--- src/rtl/decimal_to_bcd_keypad.sv ---
// Ten-key decimal keypad encoder: synchronises, debounces and priority-encodes
// key lines y0..y9 into a registered BCD digit with a one-cycle strobe per press.
module decimal_to_bcd_keypad #(
    parameter int unsigned DEBOUNCE_CYCLES = 4
) (
    input  logic clk,
    input  logic rst_n,
    input  logic y0,
    input  logic y1,
    input  logic y2,
    input  logic y3,
    input  logic y4,
    input  logic y5,
    input  logic y6,
    input  logic y7,
    input  logic y8,
    input  logic y9,
    output logic a,
    output logic b,
    output logic c,
    output logic d,
    output logic strobe,
    output logic multi
);

    localparam int unsigned CW = $clog2(DEBOUNCE_CYCLES + 1);

    typedef enum logic [1:0] {
        IDLE     = 2'd0,
        DEBOUNCE = 2'd1,
        PRESSED  = 2'd2,
        RELEASE  = 2'd3
    } state_t;

    state_t        state_q, state_d;
    logic [9:0]    raw;
    logic [9:0]    meta_q, sync_q;
    logic [9:0]    cap_q, cap_d;
    logic [CW-1:0] cnt_q, cnt_d, cnt_inc;
    logic          cnt_done;
    logic [3:0]    digit_q, digit_d, enc;
    logic          strobe_q, strobe_d;
    logic          multi_q, multi_d;
    logic          many;

    assign raw = {y9, y8, y7, y6, y5, y4, y3, y2, y1, y0};

    always_ff @(posedge clk or negedge rst_n) begin
        if (!rst_n) begin
            meta_q <= '0;
            sync_q <= '0;
        end else begin
            meta_q <= raw;
            sync_q <= meta_q;
        end
    end

    // Ascending scan: the highest-numbered active line overwrites lower ones.
    always_comb begin
        enc = '0;
        for (int unsigned i = 0; i < 10; i++) begin
            if (cap_q[i]) enc = 4'(i);
        end
    end

    assign many     = ($countones(cap_q) > 1);
    assign cnt_inc  = cnt_q + CW'(1);
    assign cnt_done = (cnt_inc == CW'(DEBOUNCE_CYCLES));

    always_comb begin
        state_d  = state_q;
        cap_d    = cap_q;
        cnt_d    = cnt_q;
        digit_d  = digit_q;
        multi_d  = multi_q;
        strobe_d = 1'b0;
        case (state_q)
            IDLE: begin
                if (sync_q != '0) begin
                    cap_d   = sync_q;
                    cnt_d   = CW'(1);
                    state_d = DEBOUNCE;
                end
            end
            DEBOUNCE: begin
                if (sync_q != cap_q) begin
                    cnt_d   = '0;
                    state_d = IDLE;
                end else begin
                    cnt_d = cnt_inc;
                    if (cnt_done) begin
                        digit_d  = enc;
                        multi_d  = many;
                        strobe_d = 1'b1;
                        state_d  = PRESSED;
                    end
                end
            end
            PRESSED: begin
                if (sync_q == '0) begin
                    cnt_d   = CW'(1);
                    state_d = RELEASE;
                end
            end
            RELEASE: begin
                if (sync_q != '0) begin
                    state_d = PRESSED;
                end else begin
                    cnt_d = cnt_inc;
                    if (cnt_done) state_d = IDLE;
                end
            end
            default: state_d = IDLE;
        endcase
    end

    always_ff @(posedge clk or negedge rst_n) begin
        if (!rst_n) begin
            state_q  <= IDLE;
            cap_q    <= '0;
            cnt_q    <= '0;
            digit_q  <= '0;
            strobe_q <= 1'b0;
            multi_q  <= 1'b0;
        end else begin
            state_q  <= state_d;
            cap_q    <= cap_d;
            cnt_q    <= cnt_d;
            digit_q  <= digit_d;
            strobe_q <= strobe_d;
            multi_q  <= multi_d;
        end
    end

    assign {a, b, c, d} = digit_q;
    assign strobe       = strobe_q;
    assign multi        = multi_q;

endmodule
--- config.mk ---
export PLATFORM = sky130hd
export DESIGN_NAME = decimal_to_bcd_keypad
export DESIGN_NICKNAME = d
export VERILOG_FILES = /design/src/rtl/decimal_to_bcd_keypad.sv
export SDC_FILE = /design/constraint.sdc
export NUM_CORES = 1
export LEC_CHECK = 0
export BUFFER_PORTS_ARGS = -buffer_cell sky130_fd_sc_hd__buf_2
export CORE_MARGIN = 1.5
export CORE_UTILIZATION = 46
export DETAILED_ROUTE_END_ITERATION = 8
export SLEW_MARGIN = 40
export SYNTH_ARGS = -nofsm -noshare
export SYNTH_HDL_FRONTEND = slang
export SYNTH_SLANG_ARGS = --single-unit
--- constraint.sdc ---
create_clock -name clk -period 3.55 [get_ports clk]
set_input_delay 0.1775 -clock clk [delete_from_list [all_inputs] [get_ports clk]]
set_output_delay 0.1775 -clock clk [all_outputs]
set_load 0.05 [all_outputs]
* Word-level counts from Yosys, hierarchy flattened
Index checks and enable logic that the tools add are counted.
** Storage, ports and cells
- Latch bits :: 0
- Flip-flop bits (word level) :: 41
- Bits in read-only memories :: 0
- Output and inout port bits :: 6
- Memories kept :: 0
- Word-level logic and storage cells :: 61
- RAM bits :: 0
- Input port bits :: 12
** Cells by class
- Shift-type cells :: 0
- Magnitude comparators :: 1
- $mul :: 0
- Reduce and logical (&&, ||, !) cells :: 7
- Equal/unequal tests :: 10
- Bitwise operators :: 1
- Add/subtract/negate cells :: 10
- Div/mod/pow operators :: 0
- Mux-type cells :: 24
** Operator list (count)
- $mux 4 :: 8
- $mux 2 :: 6
- $mux 3 :: 4
- $pmux 3 s4 :: 1
- $add 1x1->2 :: 5
- $logic_not 10->1 :: 1
- $ne 10x10->1 :: 1
- $reduce_bool 10->1 :: 1
- $pmux 2 s4 :: 1
- $add 2x2->3 :: 2
- $ne 2x2->1 const B :: 3
- $ne 3x3->1 const B :: 2
- $reduce_and 3->1 :: 2
- $add 4x2->5 :: 1
- $gt 5x1->1 const B :: 1
- $add 3x3->4 :: 1
- $eq 2x2->1 const B :: 2
- $mux 1 :: 4
- $reduce_and 4->1 :: 1
- $add 3x1->3 const B :: 1
- $eq 3x3->1 const B :: 1
- $eq 2x1->1 const B :: 1
- $logic_not 2->1 :: 1
- $reduce_and 2->1 :: 1
- $not 1->1 :: 1

* Depth between registers and ports, before layout
- Depth in word-level cells :: 9
- Mapped depth :: 11
- Mapped depth without buffers :: 11

* Worst setup path before layout
OpenSTA, ideal clock, no wires.
- Kind :: flip-flop to flip-flop
- Start :: register cap_q[5]
- End :: register multi_q (netlist: multi)
- Data required time :: 3.425 ns
- Setup time :: 0.125 ns
- Setup slack :: 0.378 ns
- Cell stages (with the launch flop) :: 11
- Clock period less this slack :: 3.172 ns
- Data arrival time :: 3.048 ns
- Buffers on the path :: 0
- Path through :: dfrtp_1 -> fa_1 -> inv_1 -> fa_1 -> fa_1 -> inv_1 -> ha_1 -> fa_1 -> o21ai_0 -> nand2b_1 -> mux2_4
** Between the ends
- Longest elaborated chain between the ends :: 5
- Elaborated cells between the ends (all ways) :: 8
- Classes of those cells :: 4 x add/sub; 1 x order compare; 1 x eq/ne; 1 x bitwise; 1 x reduce/logical
** Ends and longest elaborated chain
- start: declaration :: line 38 : logic [9:0] cap_q, cap_d;
- start signal: assignment :: line 127 : cap_q <= cap_d;
- $add 1x1->2 (implied by the code) :: line 66 : assign many = ($countones(cap_q) > 1);
- $add 2x2->3 (implied by the code) :: line 66
- $add 3x3->4 (implied by the code) :: line 66
- $add 4x2->5 (implied by the code) :: line 66
- $gt 5x1->1 :: line 66
- end signal: assignment :: line 131 : multi_q <= multi_d;
- end: declaration :: line 43 : logic multi_q, multi_d;
Several ways; a longest one is shown, not always the timed one.
A chain may end at the register's enable or synchronous reset.

* Final worst setup path
Same ends and word-level chain as after synthesis.

==> results.md <==
- Status: complete, no violations
- Actual slew at the worst max-slew pin: a little under 0.7 ns
- Synth cell count leaders: 41 x dfrtp_1, 22 x nand2_1, 16 x inv_1, 11 x o21ai_0
- Worst rel slew slack: 0.544
- Largest net degree at the start of global routing: 42
- Data required, critical path: around 3.7 ns
- GPL Wtd Cong: 0.855
- Vias: 1145
- Initial antenna violation count: 0
- Unrepaired setup endpoints after global routing: no
- Most used flip-flop cell after synthesis: dfrtp_1
- Cell Area, Synth: 1810 um2
- Row count: 22
- Clock Path Buffers: 2
- Clk sinks: slightly above 40
- Detail Route Antenna Nets: 0
- Postcts setup bufs: 0
- Total Nets Final: 205
- Setup TNS: 0 ns
- Diode count: 0
- GRT Overall Usage: 0.173
- CTS tree: done
- Share of cells above drive strength 1: 0.179
- Most numerous cell in the Yosys netlist: dfrtp_1
- I/O Buffers: 17
- Yosys top cell area share: 0.567
- Leak Pwr: around 1.0 nW
- Worst Skew: 0.00379 ns
- Slew Limit Fails: 0
- Register area share after synthesis: 0.567
- Max-cap violation count: 0
- IO Count: 18
- Number of H-tree levels: 2
- Area after DPL: slightly below 2000 um2
- CTS resizes: 0
- Synth warn: 0
- Vias in the first global route: 1220
- Final hold violations: 0
- Total Power: 0.00114 W
- Post-synth EDFFs: 0
- PD cells: 535 nW/um2
- CP arrival: 3.48 ns
- Root Buffer: clkbuf_8
- Post-synthesis async set-or-reset flop share: 1.00
- First DRT Iteration DRCs: 82
- Die Area: 4320 um2
- Via density: 4.94
- Hold_buf cts: 11
- Detailed placer's ending HPWL: around 2.2 mm
- Synth unique cells: 35
- Drt pass-1 iters: 4
- Final wirelength: 3.11 mm
- Hold WS: 0.351 ns
- Crit path kind: register to register
- Tcrit/Tclk final: 0.930
- Area grow syn2layout: 18.4%
- CORE AREA: about 3700 um2
- Worst-path maximum fanout: 6
- Max Fclk: 303 MHz
- First-pass GRT wire length: 5.46 mm
- Initial Util: 0.487
- Final worst slack: 0.248 ns
- Setup crit end kind: register
- Area contributors post-synth: dfrtp_1 57%, fa_1 6.6%, nand2_1 4.6%, inv_1 3.3%, o21ai_0 3.0%
- Cells after Synth: 151
- Final min period: 3.30 ns
- Num CTS Buffers: 5
- Crit start category: register
- # setup viols final: 0
- Worst-case vdd ir drop: 0.000357 V
- # DRC: 0
- Design Area, Final: between 2000 and 2500 um2
- Worst-Skew Late Latency: about 0.29 ns
- GRT Residual Overflow: 0
- Die Y: 65.7 um
- Hold/Removal Path Class: register to register
- Seq cells post-synth: between 40 and 50
- Place WS: 0.246 ns
- Clock transition at path regs: 0.08 ns
- Mean post-synth cell area: 12.0 um2
- Area leader, netlist: dfrtp_1
- Die W: 65.7 um
- Mapped Nets: about 170
- DR WL/cell: 13.4 um
==> cells in the final DEF (no fill, tap or decap), types with 3 or more instances in the layout <==
cell / netlist / layout
dfrtp_1: 41 / 41
dlygate4sd3_1: 0 / 11
xnor2_1: 5 / 5
o21ai_0: 11 / 11
xor2_1: 4 / 4
fa_1: 6 / 6
inv_1: 16 / 16
mux2_4: 3 / 3
nand2_1: 22 / 22
a21oi_1: 3 / 3
ha_1: 4 / 4
nand3_1: 3 / 3
clkbuf_8: 0 / 5
buf_2: 1 / 16
nor2_1: 6 / 6
==> critical path: stages, from the launching register on <==
cell and delay (ns):
dfrtp_1 0.47, fa_1 0.57, inv_1 0.06, fa_1 0.46
fa_1 0.49, inv_1 0.04, ha_1 0.20, fa_1 0.43
o21ai_0 0.15, nand2b_1 0.07, mux2_4 0.26
==> sequential cells by signal (all words and copies together), names as in the netlist <==
signal	flops
cap_q	10
state_q	2
strobe	1
multi	1
meta_q	10
digit_q	4
sync_q	10
cnt_q	3
==> through the flow <==
step | util | cells
after detailed placement | 0.523 | 213
after global placement | 0.522 | 213
after CTS | 0.576 | 232
final | 0.576 | 232
after global routing | 0.576 | 232
after floorplan | - | 151
==> logic make-up after synthesis <==
kind of cell / Yosys count / share of synthesized area
and+or+nand+nor: 43 / 0.127
DFF: 41 / 0.567
AOI/OAI and AO/OA: 23 / 0.0858
buffers and inverters: 19 / 0.0401
adders and majority gates: 10 / 0.0941
xor gates and xnor gates: 9 / 0.0436
muxes: 6 / 0.0422
==> per-layer routing <==
metal  global-route usage  part of all wire  vias to the layer above
met5                    0                 0                        -
li1                     -                 -                      562
met3               0.0462             0.038                        2
met2                0.292              0.51                       25
met4               0.0703            0.0074                        0
met1                0.211              0.44                      556
==> final timing paths <==
kind / depth (start not counted) / from / slack, ns / endpoint
max: 10 / cap_q[5] / 0.25 / multi
min: 0 / meta_q[8] / 0.35 / sync_q[8]
max reg2reg: 10 / cap_q[5] / 0.25 / multi
min reg2reg: 0 / meta_q[8] / 0.35 / sync_q[8]
max in group asynchronous: 2 / rst_n / 2.80 / sync_q[4]
min in group asynchronous: 2 / rst_n / 0.39 / multi
==> area by class of cell <==
type                    count  area [um2]
inverters                  16        60.1
flip-flops and latches     41        1030
clock buffers               6        72.6
fillers                   322        1580
well taps                  48        60.1
repair buffers             28         198
clock inverters             2        15.0
multi-input cells          91         709
==> power breakdown <==
group | internal [W] | switching (W)
sequential | 0.000500 | 0.0000410
clock | 0.000138 | 0.000155
combinational | 0.000145 | 0.000165
total | 0.000783 | 0.000361
Note: power is estimated with default switching activity, not from simulation.
